## config.mk

```make
export PLATFORM = sky130hd
export DESIGN_NAME = ggt_sequencer
export DESIGN_NICKNAME = d
export VERILOG_FILES = /design/src/rtl/ggt_sequencer.sv
export SDC_FILE = /design/constraint.sdc
export NUM_CORES = 1
export LEC_CHECK = 0
export CORE_MARGIN = 2
export CORE_UTILIZATION = 30
export DETAILED_ROUTE_END_ITERATION = 10
export MAX_ROUTING_LAYER = met4
export PLACE_DENSITY = 0.56
export REMOVE_ABC_BUFFERS = 1
export SYNTH_ARGS = -nofsm -noshare
export SYNTH_HDL_FRONTEND = slang
export SYNTH_SLANG_ARGS = --single-unit
```

## constraint.sdc

```tcl
create_clock -name clk -period 2.4 [get_ports clk]
set_input_delay 0.48 -clock clk [delete_from_list [all_inputs] [get_ports clk]]
set_output_delay 0.48 -clock clk [all_outputs]
set_load 0.05 [all_outputs]
```

## src/rtl/ggt_sequencer.sv

```systemverilog
`timescale 1ns/1ps
// Euclidean GCD sequencer: drives an external modulo stage (a mod b) repeatedly
// until the remainder is zero, with a per-request watchdog and an iteration cap.
module ggt_sequencer #(
  parameter int WIDTH   = 16,
  parameter int TIMEOUT = 1023
) (
  input  logic             clk,
  input  logic             rst,
  input  logic             start_i,
  input  logic [WIDTH-1:0] Zahl1_i,
  input  logic [WIDTH-1:0] Zahl2_i,
  output logic             busy_o,
  output logic             valid_o,
  output logic [WIDTH-1:0] ergebnis_o,
  output logic             error_o,
  output logic [5:0]       iter_o,
  output logic             mod_start_o,
  output logic [WIDTH-1:0] mod_zahl1_o,
  output logic [WIDTH-1:0] mod_zahl2_o,
  input  logic             mod_valid_i,
  input  logic [WIDTH-1:0] mod_ergebnis_i
);

  // Watchdog only has to count 0..TIMEOUT-1 before firing.
  localparam int WD_W = (TIMEOUT < 2) ? 1 : $clog2(TIMEOUT);
  localparam logic [WD_W-1:0] WD_LAST  = WD_W'(TIMEOUT - 1);
  localparam logic [5:0]      ITER_MAX = 6'd63;

  typedef enum logic [1:0] {IDLE, ISSUE, WAIT, DONE} state_t;

  state_t           state_q, state_d;
  logic             start_prev_q;
  logic [WIDTH-1:0] a_q, a_d;
  logic [WIDTH-1:0] b_q, b_d;
  logic [5:0]       cnt_q, cnt_d;
  logic [WD_W-1:0]  wd_q, wd_d;
  logic [WIDTH-1:0] res_q, res_d;
  logic             err_q, err_d;
  logic [5:0]       iter_q, iter_d;
  logic             start_edge;

  assign start_edge = start_i && !start_prev_q;

  always_ff @(posedge clk or negedge rst) begin
    if (!rst) begin
      state_q      <= IDLE;
      start_prev_q <= 1'b0;
      a_q          <= '0;
      b_q          <= '0;
      cnt_q        <= '0;
      wd_q         <= '0;
      res_q        <= '0;
      err_q        <= 1'b0;
      iter_q       <= '0;
    end else begin
      state_q      <= state_d;
      start_prev_q <= start_i;
      a_q          <= a_d;
      b_q          <= b_d;
      cnt_q        <= cnt_d;
      wd_q         <= wd_d;
      res_q        <= res_d;
      err_q        <= err_d;
      iter_q       <= iter_d;
    end
  end

  always_comb begin
    state_d = state_q;
    a_d     = a_q;
    b_d     = b_q;
    cnt_d   = cnt_q;
    wd_d    = wd_q;
    res_d   = res_q;
    err_d   = err_q;
    iter_d  = iter_q;

    unique case (state_q)
      IDLE: begin
        if (start_edge) begin
          a_d   = Zahl1_i;
          b_d   = Zahl2_i;
          cnt_d = '0;
          wd_d  = '0;
          if (Zahl2_i == '0) begin
            // gcd(a,0)=a; gcd(0,0) is undefined and flagged (result is 0 either way).
            state_d = DONE;
            res_d   = Zahl1_i;
            err_d   = (Zahl1_i == '0);
            iter_d  = '0;
          end else begin
            state_d = ISSUE;
          end
        end
      end

      ISSUE: begin
        if (cnt_q != ITER_MAX) cnt_d = cnt_q + 6'd1;
        wd_d    = '0;
        state_d = WAIT;
      end

      WAIT: begin
        if (mod_valid_i) begin
          if (mod_ergebnis_i == '0) begin
            state_d = DONE;
            res_d   = b_q;
            err_d   = 1'b0;
            iter_d  = cnt_q;
          end else if (cnt_q == ITER_MAX) begin
            state_d = DONE;
            res_d   = '0;
            err_d   = 1'b1;
            iter_d  = cnt_q;
          end else begin
            a_d     = b_q;
            b_d     = mod_ergebnis_i;
            state_d = ISSUE;
          end
        end else if (wd_q == WD_LAST) begin
          state_d = DONE;
          res_d   = '0;
          err_d   = 1'b1;
          iter_d  = cnt_q;
        end else begin
          wd_d = wd_q + 1'b1;
        end
      end

      DONE: state_d = IDLE;

      default: state_d = IDLE;
    endcase
  end

  assign busy_o      = (state_q == ISSUE) || (state_q == WAIT);
  assign valid_o     = (state_q == DONE);
  assign mod_start_o = (state_q == ISSUE);
  assign mod_zahl1_o = a_q;
  assign mod_zahl2_o = b_q;
  assign ergebnis_o  = res_q;
  assign error_o     = err_q;
  assign iter_o      = iter_q;

endmodule

```

==> implementation parameters <==
Parameter                              Value

Outcome
  Outcome    complete, no violations

Global route
  Number of antenna violations at the first check in global routing    0
  Largest net degree at the start of global routing    40
  Total overflow reported by the global router    0
  Wire length of the first global-routing pass    17,300 microns
  Total routing usage reported by global routing    16.0%
  Via count of the first global-routing pass    3,275

Worst setup path
  Critical Path AT    2.54 ns
  Category of the critical setup timing path    primary input to flip-flop
  CP required    2.61 ns
  Critical Path Sink Type    flip-flop
  Max Fanout on Critical Path    8
  Kind of start point of the critical path    primary input

Power
  Power Density    1520 nW/um^2
  Static Leak    2.40 nW
  Max IR drop VDD    0.845 mV

Synthesis
  Most instantiated cells after synthesis    sky130_fd_sc_hd__dfrtp_1, sky130_fd_sc_hd__mux2_2, sky130_fd_sc_hd__a22o_1
  Yosys warning count    0
  Async S/R FF share, synth    100%
  Most frequent cell after synthesis    sky130_fd_sc_hd__dfrtp_1
  Cell type with the highest aggregate area in the netlist    sky130_fd_sc_hd__dfrtp_1
  Flip-flop cell with the highest count after synthesis    sky130_fd_sc_hd__dfrtp_1
  Cell types occupying the most area after synthesis    sky130_fd_sc_hd__dfrtp_1, sky130_fd_sc_hd__mux2_2, sky130_fd_sc_hd__a22o_1, sky130_fd_sc_hd__mux2_4, sky130_fd_sc_hd__ha_1
  Mean area per synthesized cell    12.2 sq um
  Part of the Yosys area used for sequential elements    46.4%
  Area share of the largest cell type after synthesis    46.4%
  Number of register bits inferred by synthesis    74
  Area of the mapped netlist    3990 sq um
  Count of mapped cells out of synthesis    326
  Number of different library cells in the post-synthesis netlist    50
  Post-synth EDFFs    0

Detailed routing
  Vias    3,130
  Final ANT Viol Nets    0
  Detail-routed via count per cell    4.89
  Total DRC errors in the routed layout    0
  DRT iter0 DRCs    97
  Average wire per cell in the routed design    17.2 microns
  Post-detailed-routing wire length    11,000 microns
  Number of iterations in the first detailed-routing pass    4

Clock network
  Clock buffer count from CTS    9
  Number of sinks handled by clock tree synthesis    74
  Clk pin slew, worst setup/hold paths    0.05 ns
  Cts-stage hold buffer count    0
  CTS root buf    sky130_fd_sc_hd__clkbuf_16
  Deepest clock path buffer count    2
  Clock H-tree levels    3
  Clock latency on the worst-skew pair    0.33 ns
  TritonCTS clock tree    done

Floorplanning
  Die span in y    119 microns
  Area of the die    14,200 sq um
  Effective utilization at floorplan    30.4%
  Boundary pin count    110
  Cell row count    42
  Core Box Area    13,100 sq um
  Die boundary width    119 microns

STA
  Relative slew slack    46.2%
  Fraction of the cycle the final worst path needs    97.3%
  Setup Skew    0.00614 ns
  Setup Viol. Count Final    0
  Measured slew at the worst slew-check pin    0.806 ns
  FMAX    0.428 GHz
  Worst-case setup margin in the final layout    0.0644 ns
  Final Slew Violations    0
  Hold Violations, Final    0
  Shortest clock period the worst path allows after layout    2.34 ns

Finish
  Post-route non-filler standard cell count    640
  Final non-filler cell area    5890 sq um
  Fraction of final layout cells with drive strength greater than 1    31.0%
  Number of nets in the layout    519
  Synthesis-to-layout area growth    47.7%
  Antenna fix cells    0
  Number of inserted filler cells in the final layout    1,267
  Final core utilization    44.9%
  Total area of sequential cells    1850 sq um
  Multi-input logic area    2120 sq um

Placement
  Place WS    -0.479 ns
  Post-placement cell area    5460 sq um
  Post-placement cell count    623
  Half-perimeter wire length after detailed placement    8030 microns
  Number of buffers inserted by port buffering    109
  Placer's final routability congestion estimate    0.794

Worst hold path
  Min-Delay Path Class    primary input to asynchronous set/reset pin

Flow run
  Total of max-cap violations    0
==> power breakdown <==
group / internal, W / leakage (nW) / switching (W)
Clock: 0.000920 / 0.156 / 0.000488
Sequential: 0.00177 / 0.921 / 0.000398
Combinational: 0.00231 / 1.32 / 0.00308
Total: 0.00500 / 2.40 / 0.00396
==> routing by layer <==
layer	global-route usage (%)	vias up	wire (microns)
met5	-	-	0
met4	5.96	0	193
met3	4.21	13	518
met2	24.6	71	5250
met1	20.3	1550	5020
li1	-	1496	-
==> worst max-delay path: stages <==
cell	delay [ns]
sky130_fd_sc_hd__clkdlybuf4s50_1	0.46
sky130_fd_sc_hd__nor4_4	0.34
sky130_fd_sc_hd__buf_4	0.16
sky130_fd_sc_hd__nand4_1	0.21
sky130_fd_sc_hd__a31oi_4	0.22
sky130_fd_sc_hd__o21ba_4	0.18
sky130_fd_sc_hd__buf_8	0.14
sky130_fd_sc_hd__mux2_2	0.34
==> cells in the final DEF, fill, tap and decap left out, types with 4 or more instances in the layout <==
cell                              instances
sky130_fd_sc_hd__a21oi_1                  4
sky130_fd_sc_hd__a22o_1                  26
sky130_fd_sc_hd__buf_4                   27
sky130_fd_sc_hd__clkbuf_16                9
sky130_fd_sc_hd__clkbuf_8                 4
sky130_fd_sc_hd__clkdlybuf4s50_1        106
sky130_fd_sc_hd__dfrtp_1                 74
sky130_fd_sc_hd__ha_1                     7
sky130_fd_sc_hd__inv_1                    6
sky130_fd_sc_hd__mux2_2                  70
sky130_fd_sc_hd__mux2_4                  10
sky130_fd_sc_hd__mux2i_1                  4
sky130_fd_sc_hd__nand2_1                 13
sky130_fd_sc_hd__nand3_1                  8
sky130_fd_sc_hd__nand4_1                  6
sky130_fd_sc_hd__nor2_1                  15
sky130_fd_sc_hd__nor2b_1                  4
sky130_fd_sc_hd__nor4_1                   6
sky130_fd_sc_hd__nor4_4                   5
sky130_fd_sc_hd__o21ai_0                  9
sky130_fd_sc_hd__xnor2_1                  4
==> worst paths after layout <==
kind                                  startpoint                           to  slack, ns  depth (start not counted)
max in group asynchronous                    rst  mod_zahl1_o[12]$_DFFE_PN0P_       1.68                          2
min reg2reg                iter_o[3]$_DFFE_PN0P_        iter_o[3]$_DFFE_PN0P_       0.50                          1
max reg2reg                 cnt_q[0]$_DFFE_PN0P_   mod_zahl2_o[2]$_DFFE_PN0P_       0.24                          7
min in group clk           iter_o[3]$_DFFE_PN0P_        iter_o[3]$_DFFE_PN0P_       0.50                          1
min                                          rst   mod_zahl1_o[2]$_DFFE_PN0P_       0.13                          1
max                            mod_ergebnis_i[3]    ergebnis_o[0]$_DFFE_PN0P_       0.06                          8
==> cell type report <==
class / count / area share, %
well taps: 176 / 3.74
inverters: 6 / 0.382
clock buffers: 15 / 4.88
flip-flops and latches: 74 / 31.4
repair buffers: 139 / 23.2
multi-input cells: 229 / 35.9
clock inverters: 1 / 0.510
==> cell families after synthesis <==
group                      count (synthesis)  synth area share (%)
and+or+nand+nor                           75                  10.3
AOI/OAI and AO/OA                         56                  11.8
muxes                                     85                  24.8
adders and majority gates                  8                  2.51
DFF                                       74                  46.4
buffers and inverters                     23                  3.14
xor gates and xnor gates                   5                  1.10
==> through the flow <==
stage          hold slack, ns  power, W  setup TNS, ns
5_1_grt                 0.160   0.00940       -0.00721
2_1_floorplan           0.184   0.00570         -60.24
6_report                0.133   0.00896              0
3_3_place_gp            0.490   0.00745         -18.81
4_1_cts                 0.148   0.00898       -0.00258
3_5_place_dp            0.494   0.00750         -19.70
==> sequential cells by signal, indices dropped and copies added, names as in the netlist <==
name / flops
iter_o: 6
mod_zahl2_o: 16
mod_zahl1_o: 16
cnt_q: 6
error_o: 1
state_q: 2
ergebnis_o: 16
wd_q: 10
start_prev_q: 1
==> repair_timing <==
item                                    CTS  global route
setup buffers                             0             1
endpoints found under the setup margin   27            32
resized for setup                         9            10
pin swaps                                 0             6
Note: power is estimated with default switching activity, not from simulation.
